## config.mk

```make
export PLATFORM = sky130hd
export DESIGN_NAME = muldiv_ctrl
export DESIGN_NICKNAME = d
export VERILOG_FILES = /design/src/rtl/muldiv_ctrl.sv
export SDC_FILE = /design/constraint.sdc
export NUM_CORES = 1
export LEC_CHECK = 0
export CAP_MARGIN = 20
export CORE_MARGIN = 2
export CORE_UTILIZATION = 55
export CTS_BUF_LIST = sky130_fd_sc_hd__clkbuf_8
export DETAILED_ROUTE_END_ITERATION = 8
export GPL_ROUTABILITY_DRIVEN = 0
export GPL_TIMING_DRIVEN = 0
export PLACE_DENSITY = 0.74
export REMOVE_ABC_BUFFERS = 1
export SYNTH_ARGS = -nofsm -noshare
export SYNTH_HDL_FRONTEND = slang
export SYNTH_SLANG_ARGS = --single-unit
```

## constraint.sdc

```tcl
create_clock -name i_clk -period 7.4 [get_ports i_clk]
set_input_delay 1.48 -clock i_clk [delete_from_list [all_inputs] [get_ports i_clk]]
set_output_delay 1.48 -clock i_clk [all_outputs]
set_load 0.01 [all_outputs]
```

## src/rtl/muldiv_ctrl.sv

```systemverilog
// muldiv_ctrl: bit-serial multiply/divide sequencer that owns the HI/LO pair.
//
// Runs MULT, MULTU, DIV and DIVU one bit per clock. Signed operations work on
// operand magnitudes, and a single FIX cycle restores the signs. Results commit
// to o_hi/o_lo on entry to DONE. Between results o_hi/o_lo hold their values.
//
// Optional build macro: MULDIV_EARLY_OUT_EN
//   When defined, a multiply leaves RUN as soon as the remaining multiplier
//   bits are all zero. Divide always runs WIDTH iterations.
//
// Ports:
//   i_clk        clock, rising edge
//   i_rst_n      asynchronous active-low reset
//   i_start      start request (accepted in IDLE only)
//   i_op         00 MULT, 01 MULTU, 10 DIV, 11 DIVU
//   i_srcLeft    multiplicand / dividend
//   i_srcRight   multiplier / divisor
//   i_readHiLo   a younger instruction wants HI/LO this cycle
//   i_flush      cancel an operation in RUN or FIX
//   o_busy       unit is not IDLE
//   o_stallReq   stall request: busy and (start or HI/LO read)
//   o_done       one-cycle pulse in the cycle o_hi/o_lo show a new result
//   o_hi, o_lo   result registers
module muldiv_ctrl #(
  parameter int WIDTH = 32
) (
  input  logic             i_clk,
  input  logic             i_rst_n,
  input  logic             i_start,
  input  logic [1:0]       i_op,
  input  logic [WIDTH-1:0] i_srcLeft,
  input  logic [WIDTH-1:0] i_srcRight,
  input  logic             i_readHiLo,
  input  logic             i_flush,
  output logic             o_busy,
  output logic             o_stallReq,
  output logic             o_done,
  output logic [WIDTH-1:0] o_hi,
  output logic [WIDTH-1:0] o_lo
);

  localparam int CNT_W = $clog2(WIDTH + 1);

  typedef enum logic [1:0] {IDLE, RUN, FIX, DONE} state_t;

  state_t state, state_next;

  logic               op_div;
  logic               sign_q;
  logic               sign_r;
  logic               div_zero;
  logic [CNT_W-1:0]   cnt;
  logic [2*WIDTH-1:0] acc;
  logic [2*WIDTH-1:0] mcand;
  logic [WIDTH-1:0]   mplier;
  logic [WIDTH-1:0]   rem;
  logic [WIDTH-1:0]   dvd;
  logic [WIDTH-1:0]   divisor;
  logic [WIDTH-1:0]   left_raw;

  logic               is_signed_op;
  logic [WIDTH-1:0]   left_mag;
  logic [WIDTH-1:0]   right_mag;
  logic [WIDTH-1:0]   mplier_shift;
  logic [WIDTH:0]     rem_shift;
  logic [WIDTH-1:0]   rem_diff;
  logic [WIDTH-1:0]   rem_next;
  logic               q_bit;
  logic               last_iter;
  logic [2*WIDTH-1:0] prod;
  logic [WIDTH-1:0]   hi_result;
  logic [WIDTH-1:0]   lo_result;

  // Two's-complement magnitude; the most negative value maps onto itself,
  // which is its correct unsigned magnitude.
  function automatic logic [WIDTH-1:0] magnitude(input logic [WIDTH-1:0] v,
                                                 input logic is_signed);
    logic signed [WIDTH-1:0] sv;
    sv = v;
    return (is_signed && sv[WIDTH-1]) ? -sv : sv;
  endfunction

  function automatic logic [WIDTH-1:0] neg_w(input logic [WIDTH-1:0] v,
                                             input logic neg);
    return neg ? -v : v;
  endfunction

  function automatic logic [2*WIDTH-1:0] neg_2w(input logic [2*WIDTH-1:0] v,
                                                input logic neg);
    return neg ? -v : v;
  endfunction

  assign is_signed_op = ~i_op[0];
  assign left_mag     = magnitude(i_srcLeft, is_signed_op);
  assign right_mag    = magnitude(i_srcRight, is_signed_op);

  // Restoring divide step. The shifted remainder keeps one extra bit so that
  // divisors with the top bit set still compare correctly.
  assign rem_shift    = {rem, dvd[WIDTH-1]};
  assign q_bit        = (rem_shift >= {1'b0, divisor});
  assign rem_diff     = rem_shift[WIDTH-1:0] - divisor;
  assign rem_next     = q_bit ? rem_diff : rem_shift[WIDTH-1:0];
  assign mplier_shift = mplier >> 1;

`ifdef MULDIV_EARLY_OUT_EN
  assign last_iter = (cnt == CNT_W'(WIDTH - 1)) || (!op_div && (mplier_shift == '0));
`else
  assign last_iter = (cnt == CNT_W'(WIDTH - 1));
`endif

  // Sign correction and result selection, consumed on the FIX -> DONE edge
  always_comb begin
    prod = neg_2w(acc, sign_q);
    if (op_div) begin
      if (div_zero) begin
        hi_result = left_raw;
        lo_result = '1;
      end else begin
        hi_result = neg_w(rem, sign_r);
        lo_result = neg_w(dvd, sign_q);
      end
    end else begin
      hi_result = prod[2*WIDTH-1:WIDTH];
      lo_result = prod[WIDTH-1:0];
    end
  end

  always_ff @(posedge i_clk or negedge i_rst_n) begin
    if (!i_rst_n) state <= IDLE;
    else          state <= state_next;
  end

  always_comb begin
    state_next = state;
    case (state)
      IDLE:    if (i_start && !i_flush) state_next = RUN;
      RUN:     if (i_flush) state_next = IDLE;
               else if (last_iter) state_next = FIX;
      FIX:     state_next = i_flush ? IDLE : DONE;
      DONE:    state_next = IDLE;
      default: state_next = IDLE;
    endcase
  end

  always_comb begin
    o_busy     = (state != IDLE);
    o_done     = (state == DONE);
    o_stallReq = o_busy & (i_start | i_readHiLo);
  end

  always_ff @(posedge i_clk or negedge i_rst_n) begin
    if (!i_rst_n) begin
      op_div   <= 1'b0;
      sign_q   <= 1'b0;
      sign_r   <= 1'b0;
      div_zero <= 1'b0;
      cnt      <= '0;
      acc      <= '0;
      mcand    <= '0;
      mplier   <= '0;
      rem      <= '0;
      dvd      <= '0;
      divisor  <= '0;
      left_raw <= '0;
      o_hi     <= '0;
      o_lo     <= '0;
    end else begin
      case (state)
        // Operand capture
        IDLE: begin
          if (i_start && !i_flush) begin
            op_div   <= i_op[1];
            sign_q   <= is_signed_op & (i_srcLeft[WIDTH-1] ^ i_srcRight[WIDTH-1]);
            sign_r   <= is_signed_op & i_srcLeft[WIDTH-1];
            div_zero <= i_op[1] & (i_srcRight == '0);
            cnt      <= '0;
            acc      <= '0;
            mcand    <= {{WIDTH{1'b0}}, left_mag};
            mplier   <= right_mag;
            rem      <= '0;
            dvd      <= left_mag;
            divisor  <= right_mag;
            left_raw <= i_srcLeft;
          end
        end
        // One iteration per cycle
        RUN: begin
          if (!i_flush) begin
            cnt <= cnt + CNT_W'(1);
            if (op_div) begin
              rem <= rem_next;
              dvd <= {dvd[WIDTH-2:0], q_bit};
            end else begin
              if (mplier[0]) acc <= acc + mcand;
              mcand  <= mcand << 1;
              mplier <= mplier_shift;
            end
          end
        end
        // Commit; new values are visible during DONE
        FIX: begin
          if (!i_flush) begin
            o_hi <= hi_result;
            o_lo <= lo_result;
          end
        end
        default: ;
      endcase
    end
  end

endmodule
```

# == Word level (Yosys, flattened, before mapping) ==
# Cells that the tools add are included.
# op_classes
n_addsub,8
n_lt_le_gt_ge,1
eq_ne,10
mux,39
bitwise_logic,8
n_reduce_logical,15
# ops
op,n
$mux W32,18
$mux W64,8
$pmux W64 S2,2
$pmux W32 S2,3
$neg A32 Y32,4
$add A64 B64 Y64,1
$neg A64 Y64,1
$ge A33 B32 Y1,1
$logic_not A32 Y1,1
$sub A32 B32 Y32,1
$mux W6,2
$pmux W6 S2,1
$ne A2 B2 Y1 const B,5
$mux W2,4
$pmux W2 S4,1
$reduce_and A4 Y1,2
$add A6 B1 Y6 const B,1
$eq A6 B5 Y1 const B,1
$reduce_and A2 Y1,3
$reduce_and A5 Y1,1
$and A1 B1 Y1,4
$eq A2 B2 Y1 const B,2
$reduce_bool A2 Y1,2
$logic_and A1 B1 Y1,3
other kinds (8),9
# word_totals
reg_bits,364
in_bits,71
out_inout_bits,67
elab_cells,96

# == Depth between registers and ports, before layout ==
# Gate-level depths: netlist (run 1).
# depth
ltp_word,5
ltp_mapped,15

# == Least setup slack after synthesis (run 1) ==
# No wires, ideal clock.
# synth_path
kind,input-to-reg
from,input i_srcLeft[1]
to,register mcand[29]
setup_time_ns,0.137
arrival_ns,3.718
path_slack_ns,3.545
stages,11
path_cell_list,or4_1 nor4_1 nand2_1 nor4_1 nand2_1 nor2_1 a21oi_1 xnor2_1 nand2_1 o21ai_0 a21oi_1
# synth_via
elab_chain_len,4
# synth_rtl
element,line,text
from (decl),31,"input logic [WIDTH-1:0] i_srcLeft,"
$neg A32 Y32,80,return (is_signed && sv[WIDTH-1]) ? -sv : sv;
$mux W32,80,
$mux W64,171,if (i_start && !i_flush) begin
$pmux W64 S2,168,case (state)
to (signal assigned),178,"mcand <= {{WIDTH{1'b0}}, left_mag};"
to (signal assigned),195,mcand <= mcand << 1;
to (decl),54,logic [2*WIDTH-1:0] mcand;
# Every way passes these cells. The select of a mux whose other input is x is not followed.
# A chain may end at the register's enable or synchronous reset.

# == Worst setup path after layout (run 1) ==
# layout_path
from,register acc[4]
to,register acc[63]
# layout_via
elab_chain_len,5
# layout_rtl
element,line,text
from (decl),53,logic [2*WIDTH-1:0] acc;
from (signal assigned),194,if (mplier[0]) acc <= acc + mcand;
$add A64 B64 Y64,194,
$mux W64,194,
$mux W64,190,if (op_div) begin
$mux W64,188,if (!i_flush) begin
$pmux W64 S2,168,
# Every way passes these cells. The select of a mux whose other input is x is not followed.

==> results_dict.tcl, run 1 <==
set metrics [dict create \
    period_share_pct 62.0 \
    powerDensity_nw_per_um2 335 \
    syn_inst 3031 \
    ys_warn_count 0 \
    reg2reg_slack_ns 2.81 \
    cp_cell_sequence "ha_1 -> a21o_1 -> a311oi_1 -> nand2b_1 -> o41ai_1 -> o41ai_1 -> buf_2 -> a31oi_1 -> o31ai_2 -> a2111oi_0 -> a31oi_1 -> a31o_2 -> o31a_1" \
    cts_hold_buf 0 \
    p_int_w 0.00532 \
    dp_hpwl_um 50200 \
    crit_fanout 5 \
    grt-ovfl-total 0 \
    start_util_pct 55.3 \
    cp-end-kind "flip-flop" \
    critPathMaxStageDelay_ns 0.77 \
    seq_power_share_pct 31.6 \
    antenna_found_initial 1 \
    worstPathRequired_ns 7.90 \
    layout_commonest_cell "nand2_1" \
    cts.sinks 364 \
    skew_ns 0.0406 \
    synth_cell_types 74 \
    drt_iter0_drc 1829 \
    yosysSeqAreaShare_pct 37.5 \
    final_layout_size_suffix_gt1_share_pct 5.46 \
    syn_avg_cell_area_um2 8.01 \
    io_pins 138 \
    drc 0 \
    layout_common_cells "nand2_1 (557), o21ai_0 (435), dfrtp_1 (361)" \
    clock_path_buffers 3 \
    timing.final.ws_setup_ns 2.81 \
    final_nets 3259 \
    slowest_stage "o41ai_1" \
    clk_pin_slew_worst_paths_ns 0.05 \
    fillCellCount 3837 \
    synthFlopType "dfrtp_1" \
    first_pass_iters 6 \
    place_area_um2 26300 \
    syn2layout_area_growth_pct 14.1 \
    path_buf_inv 1 \
    hold_path.class "reg2reg" \
    grt_first_pass_wirelength_um 109000 \
    grt_max_degree 117 \
    leakage_nw 12.3 \
    rows 77 \
    relSlewSlack_pct 28.7 \
    finalCriticalPeriod_ns 4.59 \
    grt.total_usage_pct 29.1 \
    p_sw_w 0.00396 \
    die_area_um2 45900 \
    via_per_inst 5.99 \
    fmax_mhz 218 \
    wirelength_um 67300 \
    worstMarginPinSlew_ns 1.07 \
    maxCapViolations 0 \
    cts_buffers 67 \
    pwr-share-comb_pct 45.9 \
    clockPowerShare_pct 22.5 \
    slew_violations 0 \
    stdcell_area_um2 27700 \
    rsz0062_at_grt "no" \
    ant_nets 0 \
    die_w_um 214 \
    vdd_drop_max_mv 0.204 \
    critPathLaunchType "flip-flop" \
    core_area_um2 43900 \
    clock-root-buffer "clkbuf_8" \
    synth_edf_count 0 \
    grt_pass1_vias 20809 \
    hold_violations 0 \
    crit_type "reg2reg" \
    async_flop_share_pct 100 \
    io_buffers 137 \
    cts_tree "yes" \
    cp_top_family "compound AO/OA/AOI/OAI gates" \
    power_w 0.00928 \
    finalSetupViolations 0 \
    htreeDepth 3 \
    status "finished clean" \
    clock_latency_ns 0.65 \
    syn-cell-area_um2 24300 \
    num_vias 22330 \
    cts_setup_buffers 0 \
    cts_resized 0 \
    pre_cts_slack_ns 2.23 \
    switching_share_pct 42.7 \
    ys_ff_latch 364 \
    die_h_um 214 \
    wire_per_inst_um 18.1 \
    cp.arrival_ns 5.09 \
]
==> synth_stat cells (3+ instances only) <==
master    instances  area, µm²
nand2_1         558       2090
nor3b_1           5       37.5
inv_1            80        300
nor2b_1          10       62.6
ha_1            101       1260
o21bai_1         19        143
o211ai_1         12       90.1
or3_1            28        175
and3_1           17        106
or2_2             8       50.1
o21a_1           11       82.6
nor2_1          183        687
nand2b_1         30        188
o41ai_1          25        219
clkbuf_1        156        586
a32o_1            3       30.0
mux2i_1          24        240
a31o_2            3       26.3
or4_1            21        158
buf_1            20       75.1
a31oi_1          33        206
xnor2_1         162       1420
a22o_1           12        105
o221ai_1          5       43.8
o21ai_0         435       2180
o31ai_1          43        323
nor3_1           37        185
o22ai_1          40        250
o21ai_1          12       60.1
a211o_1           3       26.3
xor2_1           89        780
nand3b_1          6       45.0
a211oi_1         11       82.6
dfrtp_1         364       9110
and2_1           11       68.8
buf_2             3       15.0
a21oi_1         237       1190
a21o_1           70        526
nor4_1           22        138
a21boi_0          4       30.0
nand4_1          33        206
nand3_1          38        190
==> state kept, by name (all words and copies together), names as in the netlist <==
name and cells:
mcand 64, sign_r 1, o_hi 32, dvd 32, divisor 32, cnt 6
sign_q 1, o_lo 32, state 2, left_raw 32, rem 32, div_zero 1
mplier 32, op_div 1, acc 64
==> metrics by stage <==
stage	hold slack, ns	util [%]	setup TNS, ns	std cells
global route	0.494	63.1	0	3726
CTS	0.478	63.1	0	3722
detailed placement	0.463	59.8	0	3605
finish	0.472	63.1	0	3726
floorplan	0.445	-	-240.13	2850
global placement	0.460	58.5	-4922.53	3579
==> final timing paths <==
path / startpoint / to / cells after the start
setup reg to reg: acc[4] / acc[63] / 13
max in group asynchronous: i_rst_n / op_div / 3
setup / recovery: acc[4] / acc[63] / 13
hold / removal: o_lo[16] / o_lo[16] / 2
min in group asynchronous: i_rst_n / o_lo[3] / 1
hold reg to reg: o_lo[16] / o_lo[16] / 2
==> cells by family (layout without fill, tap and decap cells) <==
kind of cell / after synthesis / in the layout / share of synthesized area (%)
AOI/OAI and AO/OA: 1004 / 1004 / 24.2
muxes: 24 / 24 / 0.989
other: 0 / 1 / 0
and+or+nand+nor: 1024 / 1024 / 18.8
buffers and inverters: 261 / 363 / 4.08
adders and majority gates: 103 / 103 / 5.37
DFF: 364 / 364 / 37.5
xor gates and xnor gates: 251 / 251 / 9.05
==> layout make-up <==
| class | count | area, µm² | area share (%) |
|---|---|---|---|
| clock buffer | 85 | 1170 | 4.22 |
| sequential | 364 | 9120 | 32.9 |
| inverter | 80 | 300 | 1.08 |
| antenna | 1 | 2.50 | 0.00903 |
| tap | 592 | 741 | 2.67 |
| multi-input combinational | 2406 | 14300 | 51.4 |
| clock inverter | 32 | 268 | 0.966 |
| timing repair buffer | 166 | 1870 | 6.73 |
==> metal layers <==
metal	global-route usage [%]	vias up	part of all wire (%)
li1	-	10829	-
met1	38.9	10455	43
met2	46.7	868	46
met3	3.91	178	6.7
met4	14.8	0	4.8
met5	0	-	0
==> worst reg2reg max path: stages (launching register included) <==
cell	delay, ns
dfrtp_1	0.45
ha_1	0.40
a21o_1	0.22
a311oi_1	0.32
nand2b_1	0.15
o41ai_1	0.77
o41ai_1	0.30
buf_2	0.24
a31oi_1	0.44
o31ai_2	0.24
a2111oi_0	0.44
a31oi_1	0.13
a31o_2	0.29
o31a_1	0.09
==> power by group through the flow <==
| stage | sequential (W) | combinational [W] | clock [W] |
|---|---|---|---|
| after floorplan | 0.00278 | 0.00315 | 0 |
| after global placement | 0.00293 | 0.00401 | 0 |
| after detailed placement | 0.00295 | 0.00417 | 0 |
| after CTS | 0.00292 | 0.00420 | 0.00212 |
| after global routing | 0.00300 | 0.00473 | 0.00222 |
| final | 0.00294 | 0.00426 | 0.00208 |
No activity file was read; power rests on OpenSTA's default activity.
==> run 2, diff against run 1 <==
==> constraint.sdc (replaced) <==
create_clock -name i_clk -period 4.4 [get_ports i_clk]
set_input_delay 0.88 -clock i_clk [delete_from_list [all_inputs] [get_ports i_clk]]
set_output_delay 0.88 -clock i_clk [all_outputs]
set_load 0.01 [all_outputs]
==> run 2 against run 1 <==
Non-clock buffer count stayed put. Largest cell class unchanged. Sequential power is 68% higher. Via count is 0.21% lower. Power is 69% higher. Maximum frequency is 8.2% higher. Sequential share of layout area hardly changed. Critical path type unchanged. First-iteration DRC count is 0.27% lower. Flip-flop and latch count stayed put. Combinational power is 69% higher.
==> results_dict.tcl, run 2 (same netlist as run 1, synthesis figures left out) <==
set metrics [dict create \
    rsz0062_at_grt "no" \
    instances_no_fill 3726 \
    die_area_um2 45900 \
    wire_per_inst_um 18.1 \
    grt.total_usage_pct 29.1 \
    cts_buffers 67 \
    dp_hpwl_um 50200 \
    core_area_um2 43900 \
    reg2reg_from "acc[6]" \
    die_w_um 214 \
    hold_violations 0 \
    syn2layout_area_growth_pct 14.2 \
    crit_fanout 6 \
    maxCapViolations 0 \
    cts_tree "yes" \
    grt_max_degree 117 \
    hold_path.class "in2async" \
    cp-end-kind "flip-flop" \
    drt_iter0_drc 1824 \
    finalSetupViolations 0 \
    rows 77 \
    io_buffers 137 \
    final_nets 3259 \
    skew_ns 0.0337 \
    leakage_nw 12.3 \
    slew_violations 0 \
    grt_pass1_vias 20809 \
    clock-root-buffer "clkbuf_8" \
    cts_resized 0 \
    dp_cells 3605 \
    powerDensity_nw_per_um2 564 \
    fillCellCount 3832 \
    start_util_pct 55.3 \
    cts.sinks 364 \
    top_regs "acc: 64 flops, mcand: 64 flops" \
    fmax_mhz 236 \
    critPathLaunchType "flip-flop" \
    wirelength_um 67500 \
    antenna_found_initial 1 \
    cts_setup_buffers 0 \
    htreeDepth 3 \
    ant_nets 0 \
    status "finished clean" \
    period_share_pct 96.3 \
    vdd_drop_max_mv 0.346 \
    die_h_um 214 \
    grt_first_pass_wirelength_um 109000 \
    grt-ovfl-total 0 \
    reg2reg_slack_ns 0.16 \
    layout_commonest_cell "nand2_1" \
    drc 0 \
    final_layout_size_suffix_gt1_share_pct 5.52 \
    hold-worst-slack_ns 0.0972 \
    clk_pin_slew_worst_paths_ns 0.06 \
    via_per_inst 5.98 \
    worstMarginPinSlew_ns 1.06 \
    first_pass_iters 8 \
    layout_common_cells "nand2_1 (557), o21ai_0 (435), dfrtp_1 (361)" \
    worstPathRequired_ns 4.90 \
    finalCriticalPeriod_ns 4.24 \
    num_vias 22282 \
    cts_hold_buf 0 \
    crit_type "reg2reg" \
    r2r-end "acc[63]" \
    clock_path_buffers 3 \
    clock_latency_ns 0.64 \
    fin_util_pct 63.2 \
    io_pins 138 \
    tns_ns 0 \
    relSlewSlack_pct 29.0 \
    cp.arrival_ns 4.74 \
    r2r_cells 13 \
]
[run 2: changes by cell type in the layout (fill, tap and decap cells not counted)]
| cell | change |
|---|---|
| o41ai_1 | -1 |
| o31ai_4 | +1 |
| a31oi_1 | -1 |
| o31ai_2 | -1 |
| o41ai_2 | +1 |
| a31oi_2 | +1 |
[run 2: cell type report]
type                       instances  area [µm²]  share of cell area, %
timing repair buffer             166        1870                   6.73
tap                              592         741                   2.67
multi-input combinational       2406       14300                   51.5
inverter                          80         300                   1.08
clock buffer                      85        1170                   4.22
sequential                       364        9120                   32.9
antenna                            1        2.50                0.00902
clock inverter                    32         268                  0.965
[run 2: metal layers]
metal / vias to the layer above / GRT usage (%) / share of wire, %
li1: 10825 / - / -
met4: 0 / 14.8 / 4.7
met2: 837 / 46.7 / 46
met5: - / 0 / 0
met3: 181 / 3.91 / 6.7
met1: 10439 / 38.9 / 43
[run 2: worst max path at each step]
stage,startpoint,depth (start not counted),end,slack [ns]
after CTS,acc[6],13,acc[63],0.02
after global routing,acc[0],14,acc[58],0.03
after global placement,state[1],8,acc[60],-13.90
after detailed placement,i_flush,10,acc[60],-0.17
final,acc[6],13,acc[63],0.16
after floorplan,state[1],8,acc[60],-6.91
[run 2: through the flow]
step / setup slack [ns] / total power [W] / instance area, µm²
finish: 0.162 / 0.0156 / 27700
CTS: 0.0174 / 0.0155 / 27700
detailed placement: -0.171 / 0.0120 / 26300
global placement: -13.90 / 0.0117 / 25700
global route: 0.0309 / 0.0167 / 27700
floorplan: -6.91 / 0.00998 / 23600
[run 2: critical path, cell delays in order, from the launching register on]
cell	delay [ns]
dfrtp_1	0.45
ha_1	0.40
and2_1	0.22
a311oi_1	0.32
nand2b_1	0.16
o41ai_2	0.48
o41ai_1	0.25
buf_2	0.21
a31oi_1	0.52
o31ai_4	0.18
a2111oi_0	0.43
a31oi_1	0.13
a31o_2	0.27
o31a_1	0.09
[run 2: power breakdown]
group          switching [W]  total [W]  leakage (nW)  internal (W)
combinational        0.00426    0.00720          6.80       0.00294
sequential          0.000946    0.00494          4.70       0.00399
clock                0.00148    0.00351         0.806       0.00203
==> run 3, diff against run 2 <==
==> constraint.sdc (replaced) <==
create_clock -name i_clk -period 5.21 [get_ports i_clk]
set_input_delay 1.042 -clock i_clk [delete_from_list [all_inputs] [get_ports i_clk]]
set_output_delay 1.042 -clock i_clk [all_outputs]
set_load 0.01 [all_outputs]
==> results of run 3 <==
Same layout as run 1 (identical final DEF). Status: finished clean.
Main changes from that run: setup slack after placement 2.23 ns -> 0.477 ns; setup slack after layout 2.81 ns -> 0.624 ns; hold slack 0.472 ns -> 0.257 ns; register-to-register setup slack 2.81 ns -> 0.62 ns; total power 0.00928 W -> 0.0132 W; worst IR drop on VDD 0.204 mV -> 0.290 mV
